## config.mk

```make
export PLATFORM = sky130hd
export DESIGN_NAME = ram_arbiter
export DESIGN_NICKNAME = d
export VERILOG_FILES = /design/src/rtl/cpu_types_pkg.sv /design/src/rtl/ram_arbiter_rr_pick2.sv /design/src/rtl/ram_arbiter.sv
export SDC_FILE = /design/constraint.sdc
export NUM_CORES = 1
export LEC_CHECK = 0
export ABC_CLOCK_PERIOD_IN_PS = 2250
export CORE_AREA = 2 2 194 196
export CTS_CLUSTER_SIZE = 8
export DETAILED_ROUTE_END_ITERATION = 6
export DIE_AREA = 0 0 196 198
export GPL_TIMING_DRIVEN = 0
export SYNTH_ARGS = -nofsm -noshare
export SYNTH_HDL_FRONTEND = slang
export SYNTH_SLANG_ARGS = --single-unit
```

## constraint.sdc

```tcl
create_clock -name CLK -period 2.25 [get_ports CLK]
set_clock_uncertainty 0.05 [all_clocks]
set_input_delay 0.45 -clock CLK [delete_from_list [all_inputs] [get_ports CLK]]
set_output_delay 0.45 -clock CLK [all_outputs]
set_load 0.02 [all_outputs]
```

## src/rtl/cpu_types_pkg.sv

```systemverilog
// Shared CPU memory-side types: RAM handshake states, word type and
// requester indices used by the memory arbiter.
package cpu_types_pkg;

  typedef logic [31:0] word_t;

  typedef enum logic [1:0] {
    FREE   = 2'd0,
    BUSY   = 2'd1,
    ACCESS = 2'd2,
    ERROR  = 2'd3
  } ramstate_t;

  localparam int unsigned NREQ = 4;

  localparam logic [1:0] ICACHE0 = 2'd0;
  localparam logic [1:0] ICACHE1 = 2'd1;
  localparam logic [1:0] DCACHE0 = 2'd2;
  localparam logic [1:0] DCACHE1 = 2'd3;

endpackage

```

## src/rtl/ram_arbiter_rr_pick2.sv

```systemverilog
// Two-requester round-robin picker. The pointer names the favoured requester
// and moves to the other one only when a grant of this class completes.
module rr_pick2 (
  input  logic       clk_i,
  input  logic       rst_i,
  input  logic [1:0] req_i,
  input  logic       done_i,
  input  logic       done_idx_i,
  output logic       any_o,
  output logic       pick_o
);

  logic ptr_q;
  logic ptr_d;

  // Pick the favoured requester if it is asking, otherwise the other one.
  always_comb begin
    any_o = |req_i;
    if (req_i[ptr_q]) begin
      pick_o = ptr_q;
    end else begin
      pick_o = ~ptr_q;
    end
  end

  // Pointer next state: favour whoever was not served last.
  always_comb begin
    if (done_i) begin
      ptr_d = ~done_idx_i;
    end else begin
      ptr_d = ptr_q;
    end
  end

  // Pointer register.
  always_ff @(posedge clk_i or posedge rst_i) begin
    if (rst_i) begin
      ptr_q <= 1'b0;
    end else begin
      ptr_q <= ptr_d;
    end
  end

endmodule

```

## src/rtl/ram_arbiter.sv

```systemverilog
// Four-port RAM arbiter: dcaches beat icaches, round-robin within each class,
// with a starvation counter that forces an icache grant after STARVE_MAX data grants.
module ram_arbiter
  import cpu_types_pkg::*;
#(
  parameter int unsigned STARVE_MAX = 8
) (
  input  logic            CLK,
  input  logic            RST,
  input  logic [3:0]      req_ren,
  input  logic [3:0]      req_wen,
  input  word_t [3:0]     req_addr,
  input  word_t [3:0]     req_store,
  output logic [3:0]      req_wait,
  output word_t [3:0]     req_load,
  output logic            ramREN,
  output logic            ramWEN,
  output word_t           ramaddr,
  output word_t           ramstore,
  input  word_t           ramload,
  input  ramstate_t       ramstate
);

  typedef enum logic [1:0] {
    IDLE    = 2'd0,
    GRANT   = 2'd1,
    RELEASE = 2'd2
  } arb_state_t;

  localparam int unsigned CW = (STARVE_MAX < 1) ? 1 : $clog2(STARVE_MAX + 1);
  localparam logic [CW-1:0] CMAX = CW'(STARVE_MAX);

  arb_state_t    state_q;
  logic [1:0]    g_q;
  logic [CW-1:0] cnt_q;

  logic [3:0] req_any_s;
  logic       i_any_s, d_any_s, i_pick_s, d_pick_s;
  logic       pick_instr_s, g_active_s, done_s;
  logic [1:0] g_d;

  assign req_any_s = req_ren | req_wen;

  rr_pick2 u_pick_i (
    .clk_i      (CLK),
    .rst_i      (RST),
    .req_i      (req_any_s[1:0]),
    .done_i     (done_s & ~g_q[1]),
    .done_idx_i (g_q[0]),
    .any_o      (i_any_s),
    .pick_o     (i_pick_s)
  );

  rr_pick2 u_pick_d (
    .clk_i      (CLK),
    .rst_i      (RST),
    .req_i      (req_any_s[3:2]),
    .done_i     (done_s & g_q[1]),
    .done_idx_i (g_q[0]),
    .any_o      (d_any_s),
    .pick_o     (d_pick_s)
  );

  // Class selection and grant completion detection.
  always_comb begin
    pick_instr_s = ~d_any_s | (i_any_s & (cnt_q == CMAX));
    if (pick_instr_s) begin
      g_d = {1'b0, i_pick_s};
    end else begin
      g_d = {1'b1, d_pick_s};
    end
    g_active_s = req_any_s[g_q];
    done_s     = (state_q == GRANT) & g_active_s & (ramstate == ACCESS);
  end

  // Arbiter FSM, grant index and starvation counter.
  always_ff @(posedge CLK or posedge RST) begin
    if (RST) begin
      state_q <= IDLE;
      g_q     <= 2'd0;
      cnt_q   <= '0;
    end else begin
      case (state_q)
        IDLE: begin
          if (|req_any_s) begin
            g_q     <= g_d;
            state_q <= GRANT;
          end
        end
        GRANT: begin
          // A requester that withdraws before ACCESS aborts without completion.
          if (!g_active_s) begin
            state_q <= IDLE;
          end else if (ramstate == ACCESS) begin
            state_q <= RELEASE;
          end
        end
        RELEASE: state_q <= IDLE;
        default: state_q <= IDLE;
      endcase

      if (done_s && !g_q[1]) begin
        cnt_q <= '0;
      end else if (done_s && g_q[1] && i_any_s && (cnt_q != CMAX)) begin
        cnt_q <= cnt_q + CW'(1);
      end
    end
  end

  // RAM-side drive and per-requester completion; only GRANT touches the RAM.
  always_comb begin
    ramREN   = 1'b0;
    ramWEN   = 1'b0;
    ramaddr  = '0;
    ramstore = '0;
    req_wait = 4'b1111;
    req_load = '0;
    if (state_q == GRANT) begin
      ramaddr  = req_addr[g_q];
      ramstore = req_store[g_q];
      ramWEN   = req_wen[g_q];
      ramREN   = req_ren[g_q] & ~req_wen[g_q];
      if (done_s) begin
        req_wait[g_q] = 1'b0;
        req_load[g_q] = ramload;
      end else begin
        req_wait = 4'b1111;
      end
    end else begin
      ramREN = 1'b0;
    end
  end

endmodule

```

==> metrics.md, run 1 <==
| Metric | Value |
|---|---|
| I/O pins | `498` |
| Worst setup path start | `state_q[0]$_DFFE_PP0P_` |
| Most frequent cells in the layout | `clkdlybuf4s50_1, buf_6, and2_4` |
| Clock buffer count from CTS | `3` |
| Post-Layout Cell Count | `1,412` |
| CTS tree | `yes` |
| Status | `complete, but fails checks` |
| Cell area after layout | `11,000 µm²` |
| DR pass1 iterations | `4` |
| Seq/Total Area, Yosys | `7.10%` |
| Min-Delay Path Depth | `1` |
| Pleak | `0.00469 µW` |
| Number of DRC markers in iteration 0 | `155` |
| DP Cell Count | `1,346` |
| Clock slew at reported path FFs | `40 ps` |
| Reg2reg start | `g_q[0]$_DFFE_PP0P_` |
| R2R setup slack | `130 ps` |
| Gpl congestion | `0.847` |
| Violated checks | `setup timing` |
| Max stage delay cell, worst path | `dfrtp_2` |
| CP Capture Type | `output pin` |
| CTS H-tree depth | `1` |
| Share of cells above drive strength 1 | `57.4%` |
| CP max stage delay | `430 ps` |
| RSZ-0062 raised after global routing | `true` |
| Worst R2R Path Depth | `6` |
| Initial Utilization | `9.54%` |
| Worst Hold Launch | `u_pick_d.ptr_q$_DFFE_PP0P_` |
| Clk buf depth | `2` |
| Global-route wire length before repair | `39,200 µm` |
| Worst IR Drop VDD | `322 µV` |
| R2r endpoint | `cnt_q[0]$_DFFE_PP0P_` |
| Hold_ws | `468 ps` |
| # DRC | `0` |
| Die Width | `196 µm` |
| Die Y-Extent | `198 µm` |
| Final setup viols | `184` |
| Final worst path period share | `108%` |
| Worst slew margin | `48.9%` |
| Clk sink count | `10` |
| Leading cell type in the layout, fill and taps excluded | `clkdlybuf4s50_1` |
| Setup Crit Path Kind | `flip-flop to output pin` |
| Vias in the first global route | `6,105` |
| Remaining global-route overflow | `0` |
| Count of input and output buffers | `497` |
| Synth Warn # | `0` |
| Layout Nets | `1,238` |
| Die Area | `38,800 µm²` |
| Vias per cell | `3.88` |
| Max-cap violations | `0` |
| Initial antenna violation count | `4` |
| CP Cell Sequence | `and4bb_2 -> nand2_4 -> nor3_4 -> buf_6 -> buf_12 -> clkbuf_16 -> and2_4 -> buf_6` |
| Worst Path Arrival | `1930 ps` |
| Worst EP required | `1750 ps` |
| Core area | `37,000 µm²` |
| Max Fclk | `0.411 GHz` |
| Routed WL | `29,400 µm` |
| Area of the mapped netlist | `3530 µm²` |
| End of the worst hold path | `u_pick_d.ptr_q$_DFFE_PP0P_` |
| Family with the most delay on the worst path | `simple AND/OR/NAND/NOR gates` |
| Syn avg cell area | `9.45 µm²` |
| Cell Area, Placed | `9120 µm²` |
| Cell mode on critical path | `buf_6` |
| Detail Route Antenna Nets | `0` |
| Syn Nets | `675` |
| Min cycle time layout | `2430 ps` |
| Worst Tran Pin Value | `766 ps` |
| Layout area overhead | `213%` |
| Rows | `71` |
| Fin worst setup slack | `-185 ps` |
| Avg WL per Cell | `20.8 µm` |
| Tot GR Track Use | `13.7%` |
| Setup crit start kind | `flip-flop` |
| CP bufs+invs | `4` |
| Slew Limit Fails | `0` |
| Clk_lat worst skew | `240 ps` |
| Final Power | `8240 µW` |
| Worst Hold Class | `flip-flop to flip-flop` |
| Synth Register Bits | `10` |
| Final hold violation count | `0` |
| Pwr dens | `746 nW/µm²` |
| Post-DP HPWL | `22,600 µm` |
| Overall via count from detail_route | `5,482` |
| Largest net degree at the start of global routing | `11` |
| CP max FO | `5` |
| CTS root buffer | `clkbuf_16` |
| Post-synthesis instance total | `373` |
| Synth unique cells | `33` |
[Yosys cell counts (all sizes together)]
master   count  area (µm²)
and2       128         801
mux4        67        1510
nor2b       66         413
clkbuf      26        97.6
inv         11        41.3
buf         10        68.8
dfrtp       10         250
nand3        6        30.0
nor2         6        22.5
nand2        5        18.8
a21oi        4        20.0
nand2b       4        25.0
or4          4        30.0
o21ai        3        15.0
ha           2        25.0
nor3         2        10.0
nor4         2        12.5
o311ai       2        17.5
or2          2        12.5
a211oi       1        7.51
a21o         1        7.51
a31oi        1        6.26
a32oi        1        8.76
and4bb       1        12.5
nand3b       1        7.51
nand4        1        6.26
nand4bb      1        11.3
nor3b        1        7.51
o211ai       1        7.51
o21a         1        7.51
o31ai        1        7.51
o32ai        1        8.76
[routing by layer]
| layer | track usage (%) | wire length (µm) | share of wire (%) |
|---|---|---|---|
| met2 | 26.8 | 15900 | 54 |
| met1 | 14.4 | 10600 | 36 |
| met5 | 0 | 0 | 0 |
| met4 | 3.76 | 637 | 2.2 |
| met3 | 3.32 | 2200 | 7.5 |
[sequential cells by signal (all words and copies together) (netlist names)]
signal and count:
u_pick_d.ptr_q 1, state_q 2, cnt_q 4, u_pick_i.ptr_q 1
g_q 2
[how the worst max path moves through the flow]
stage,to,depth (start not counted)
after global routing,req_load[61],8
after global placement,req_load[63],6
final,req_load[90],8
after floorplan,req_load[56],4
after detailed placement,req_load[95],7
after CTS,ramaddr[24],7
[logic make-up (layout without fill, tap and decap cells)]
logic type,Yosys count,in the layout,synth area share (%)
AO/OA/AOI/OAI,17,17,3.23
flip-flops,10,10,7.10
multiplexers,67,67,42.8
AND/OR/NAND/NOR,230,230,40.3
adder cells (fa/ha/maj),2,2,0.710
buffers and inverters,47,608,5.89
other,0,4,0
[through the flow]
step | util [%] | worst slack [ps] | TNS, ps
final | 29.9 | -185 | -20290
after global routing | 29.9 | -248 | -34700
after CTS | 28.2 | -219 | -24940
after detailed placement | 24.7 | -2090 | -251510
after global placement | 24.6 | -2580 | -308430
after floorplan | - | 22.6 | 0
[layout make-up]
type / instances / area [µm²]
antenna: 4 / 10.0
buffer: 36 / 554
clock buffer: 3 / 75.1
fill: 3772 / 25900
inverter: 11 / 50.0
multi-input combinational: 316 / 3700
sequential: 10 / 251
tap: 474 / 593
timing repair buffer: 558 / 5810
[report_power, final]
group          switching (µW)  leakage, µW  internal, µW  total, µW
registers                77.8     0.000112           258        336
logic                    3360      0.00454          4230       7590
clock network            85.7    0.0000370           231        316
total                    3520      0.00469          4720       8240
[what timing repair did]
| item | CTS | global route |
|---|---|---|
| hold buffers | 0 | 0 |
| gates cloned | 13 | 5 |
| buffers inserted | 31 | 16 |
| setup endpoints to repair | 200 | 200 |
| pin swaps | 18 | 4 |
| resized for setup | 1286 | 216 |
(Power assumes the default switching activity.)
==> run 2: changes to the inputs <==
--- a/config.mk
+++ b/config.mk
@@ -5,7 +5,6 @@
 export SDC_FILE = /design/constraint.sdc
 export NUM_CORES = 1
 export LEC_CHECK = 0
-export ABC_CLOCK_PERIOD_IN_PS = 2250
 export CORE_AREA = 2 2 194 196
 export CTS_CLUSTER_SIZE = 8
 export DETAILED_ROUTE_END_ITERATION = 6
==> results of run 2 <==
The final DEF is identical to that of run 1; final timing and power are the same.
==> run 3: changes to the inputs <==
--- a/config.mk
+++ b/config.mk
@@ -5,11 +5,12 @@
 export SDC_FILE = /design/constraint.sdc
 export NUM_CORES = 1
 export LEC_CHECK = 0
-export CORE_AREA = 2 2 194 196
+export CORE_AREA = 2 2 196 198
 export CTS_CLUSTER_SIZE = 8
 export DETAILED_ROUTE_END_ITERATION = 6
-export DIE_AREA = 0 0 196 198
+export DIE_AREA = 0 0 198 200
 export GPL_TIMING_DRIVEN = 0
 export SYNTH_ARGS = -nofsm -noshare
 export SYNTH_HDL_FRONTEND = slang
+export SYNTH_HIERARCHICAL = 1
 export SYNTH_SLANG_ARGS = --single-unit
==> run 3 against run 2 <==
  * The run still ends with setup timing left
  * Worst hold slack got worse by 99 ps
  * Design area rose by 0.28%
  * Setup slack got worse by 190 ps
  * Critical endpoint is now req_load[76]
  * Largest power group unchanged
  * Clock-buffer cell count rose by 1
  * Sequential power barely moved
  * Flip-flop and latch count did not move
  * Power rose by 8.0%
  * Fmax fell by 7.2%
  * Combinational power rose by 8.0%
  * Critical path depth did not move
==> metrics.md, run 3 <==
| Metric | Value |
|---|---|
| Status | `complete, but fails checks` |
| Violated checks | `setup timing` |
| Vias in the first global route | `6,065 (-0.66%)` |
| Area leader, netlist | `mux4_2` |
| Synth Warn # | `6 (+6)` |
| Worst EP required | `1750 ps (about the same)` |
| CTS tree | `yes` |
| Die Area | `39,600 µm² (+2.0%)` |
| Pwr dens | `804 nW/µm² (+7.7%)` |
| Worst R2R Path Depth | `7 (+1)` |
| Number of DRC markers in iteration 0 | `169 (+9.0%)` |
| Count of input and output buffers | `497 (unchanged)` |
| Crit path depth | `8 (unchanged)` |
| DR pass1 iterations | `4 (unchanged)` |
| Global-route wire length before repair | `41,500 µm (+6.0%)` |
| I/O pins | `498 (unchanged)` |
| Worst Hold Class | `primary input to asynchronous set/reset pin` |
| Slew Limit Fails | `0 (unchanged)` |
| Max stage delay cell, worst path | `dfrtp_1` |
| Final worst path period share | `117% (+8.4 points)` |
| Remaining global-route overflow | `0 (unchanged)` |
| Ys async rst share | `100% (unchanged)` |
| Cell mode on critical path | `buf_6` |
| Clk_lat worst skew | `240 ps (about the same)` |
| CP max FO | `7 (+2)` |
| Reg2reg start | `g_q[0]$_DFFE_PP0P_` |
| Gpl congestion | `0.833 (-1.7%)` |
| Post-synthesis instance total | `377 (+1.1%)` |
| Syn Nets | `679 (+0.59%)` |
| Synth Register Bits | `10 (unchanged)` |
| Clk sink count | `10 (unchanged)` |
| Clk buf depth | `2 (unchanged)` |
| CP max stage delay | `380 ps (-50 ps)` |
| Top FF cell, synth | `dfrtp_1` |
| Routed WL | `32,700 µm (+11%)` |
| Worst Path Arrival | `2120 ps (+190 ps)` |
| Seq/Total Area, Yosys | `6.97% (-0.13 points)` |
| # DRC | `0 (unchanged)` |
| Synth cell count leaders | `and2_1, nor2b_1, mux4_2` |
| Area share of the largest cell type after synthesis | `41.4% (-1.4 points)` |
| Worst setup path start | `g_q[0]$_DFFE_PP0P_` |
| Worst IR Drop VDD | `425 µV (+32%)` |
| Overall via count from detail_route | `5,724 (+4.4%)` |
| Syn avg cell area | `9.53 µm² (+0.76%)` |
| Layout area overhead | `208%` |
| Share of cells above drive strength 1 | `56.2% (-1.2 points)` |
| Area of the multi-input gates | `3610 µm² (-2.6%)` |
| Register area | `253 µm² (+0.50%)` |
| Sum Neg Setup Slack | `-45,620 ps (-25,330 ps)` |
| Clock slew at reported path FFs | `40 ps (about the same)` |
| R2R setup slack | `180 ps (+50 ps)` |
| Rows | `71 (unchanged)` |
| Family with the most delay on the worst path | `simple AND/OR/NAND/NOR gates` |
| Leading cell type in the layout, fill and taps excluded | `clkdlybuf4s50_1` |
| Setup Crit Path Kind | `flip-flop to output pin` |
| Filler instances | `3,839 (+1.8%)` |
| CTS root buffer | `clkbuf_16` |
| Worst Tran Pin Value | `745 ps (-21.1 ps)` |
| Fin worst setup slack | `-373 ps (-188 ps)` |
| Setup crit start kind | `flip-flop` |
| Detail Route Antenna Nets | `0 (unchanged)` |
| Avg WL per Cell | `22.3 µm (+7.2%)` |
| CTS H-tree depth | `1 (unchanged)` |
| Final setup viols | `198 (+7.6%)` |
| Initial antenna violation count | `10 (+6)` |
| Count leader, synth | `and2_1` |
| RSZ-0062 raised after global routing | `true` |
| Cell Area, Placed | `9210 µm² (+0.92%)` |
| Post-synth EDFFs | `0 (unchanged)` |
| CP Capture Type | `output pin` |
| Synth unique cells | `40 (+21%)` |
| Final hold violation count | `0 (unchanged)` |
| Area of the mapped netlist | `3590 µm² (+1.8%)` |
| Core area | `37,400 µm² (+1.2%)` |
| Largest net degree at the start of global routing | `12 (+1)` |
| Max Fclk | `0.381 GHz (-7.2%)` |
| Post-DP HPWL | `25,400 µm (+12%)` |
| Worst slew margin | `50.3% (+1.4 points)` |
| Pleak | `0.00467 µW (-0.45%)` |
| Main area contributors after synthesis | `mux4_2, and2_1, nor2b_1` |
| Die Y-Extent | `200 µm (+1.0%)` |
| CP bufs+invs | `4 (unchanged)` |
| R2r endpoint | `cnt_q[2]$_DFFE_PP0P_` |
| Layout Nets | `1,254 (+1.3%)` |
| Reg with most FFs | `cnt_q` |
| Die Width | `198 µm (+1.0%)` |
| Clock buffer count from CTS | `3 (unchanged)` |
| Flip-flop count of the largest register after layout | `4 (unchanged)` |
| Vias per cell | `3.90 (+0.50%)` |
| CP Cell Sequence | `buf_6 -> or3b_4 -> and4bb_4 -> nor2b_4 -> buf_6 -> buf_6 -> and2_4 -> buf_6` |
| Tot GR Track Use | `14.5% (+0.89 points)` |
| Initial Utilization | `9.60% (+0.061 points)` |
| Most frequent cells in the layout | `clkdlybuf4s50_1, buf_6, and2_4` |
| Top flop regs | `cnt_q: 4 flops, g_q: 2 flops, state_q: 2 flops` |
| Cell area after layout | `11,100 µm² (+0.28%)` |
| Min cycle time layout | `2620 ps (+188 ps)` |
| Max-cap violations | `0 (unchanged)` |
run 3: area by class of cell:
cell class                 instances  share of cell area, %
multi-input combinational        313                   32.6
tap                              511                   5.77
buffer                            36                   4.34
timing repair buffer             573                   53.6
sequential                        10                   2.28
inverter                          15                  0.508
clock buffer                       4                  0.802
antenna                            5                  0.113
run 3: power breakdown:
part	leakage, µW	total (µW)	internal, µW	switching, µW
Combinational	0.00451	8200	4360	3840
Clock	0.0000442	361	268	92.7
Sequential	0.000121	336	260	76.0
Total	0.00467	8900	4890	4010
run 3: per-layer routing:
metal | track usage, % | vias up | wire length [µm]
li1 | - | 2535 | -
met1 | 15.5 | 2790 | 11700
met2 | 28.5 | 353 | 17400
met3 | 3.18 | 44 | 2570
met4 | 4.34 | 2 | 995
met5 | 0 | - | 13
run 3: how the worst max path moves through the flow:
stage                        end  slack, ps
floorplan                 ramREN         20
global placement    req_load[47]      -1740
detailed placement  req_load[51]      -1740
CTS                 req_load[76]       -420
global route        req_load[76]       -430
finish              req_load[76]       -370
run 3: cell families after synthesis:
family / count (synthesis) / share of synthesized area, %
buffers and inverters: 54 / 6.45
xor gates and xnor gates: 1 / 0.244
muxes: 70 / 42.5
adders and majority gates: 2 / 0.697
AOI/OAI and AO/OA: 13 / 2.68
and+or+nand+nor: 227 / 40.4
DFF: 10 / 6.97
run 3: metrics by stage:
step	worst slack [ps]	utilization, %	hold slack, ps	power (µW)	instances
2_1_floorplan	16.3	-	129	3970	377
3_3_place_gp	-1740	24.6	443	7020	1385
3_5_place_dp	-1740	24.6	451	7050	1385
4_1_cts	-416	28.0	372	7850	1435
5_1_grt	-434	29.6	409	9390	1465
6_report	-373	29.6	369	8900	1467
run 3: what timing repair did:
item	CTS	global route
cloned	11	8
endpoints found under the setup margin	198	199
hold endpoints to repair	0	0
hold buffers	0	0
resized for setup	1244	153
buffers inserted	35	27
pin swaps	8	6
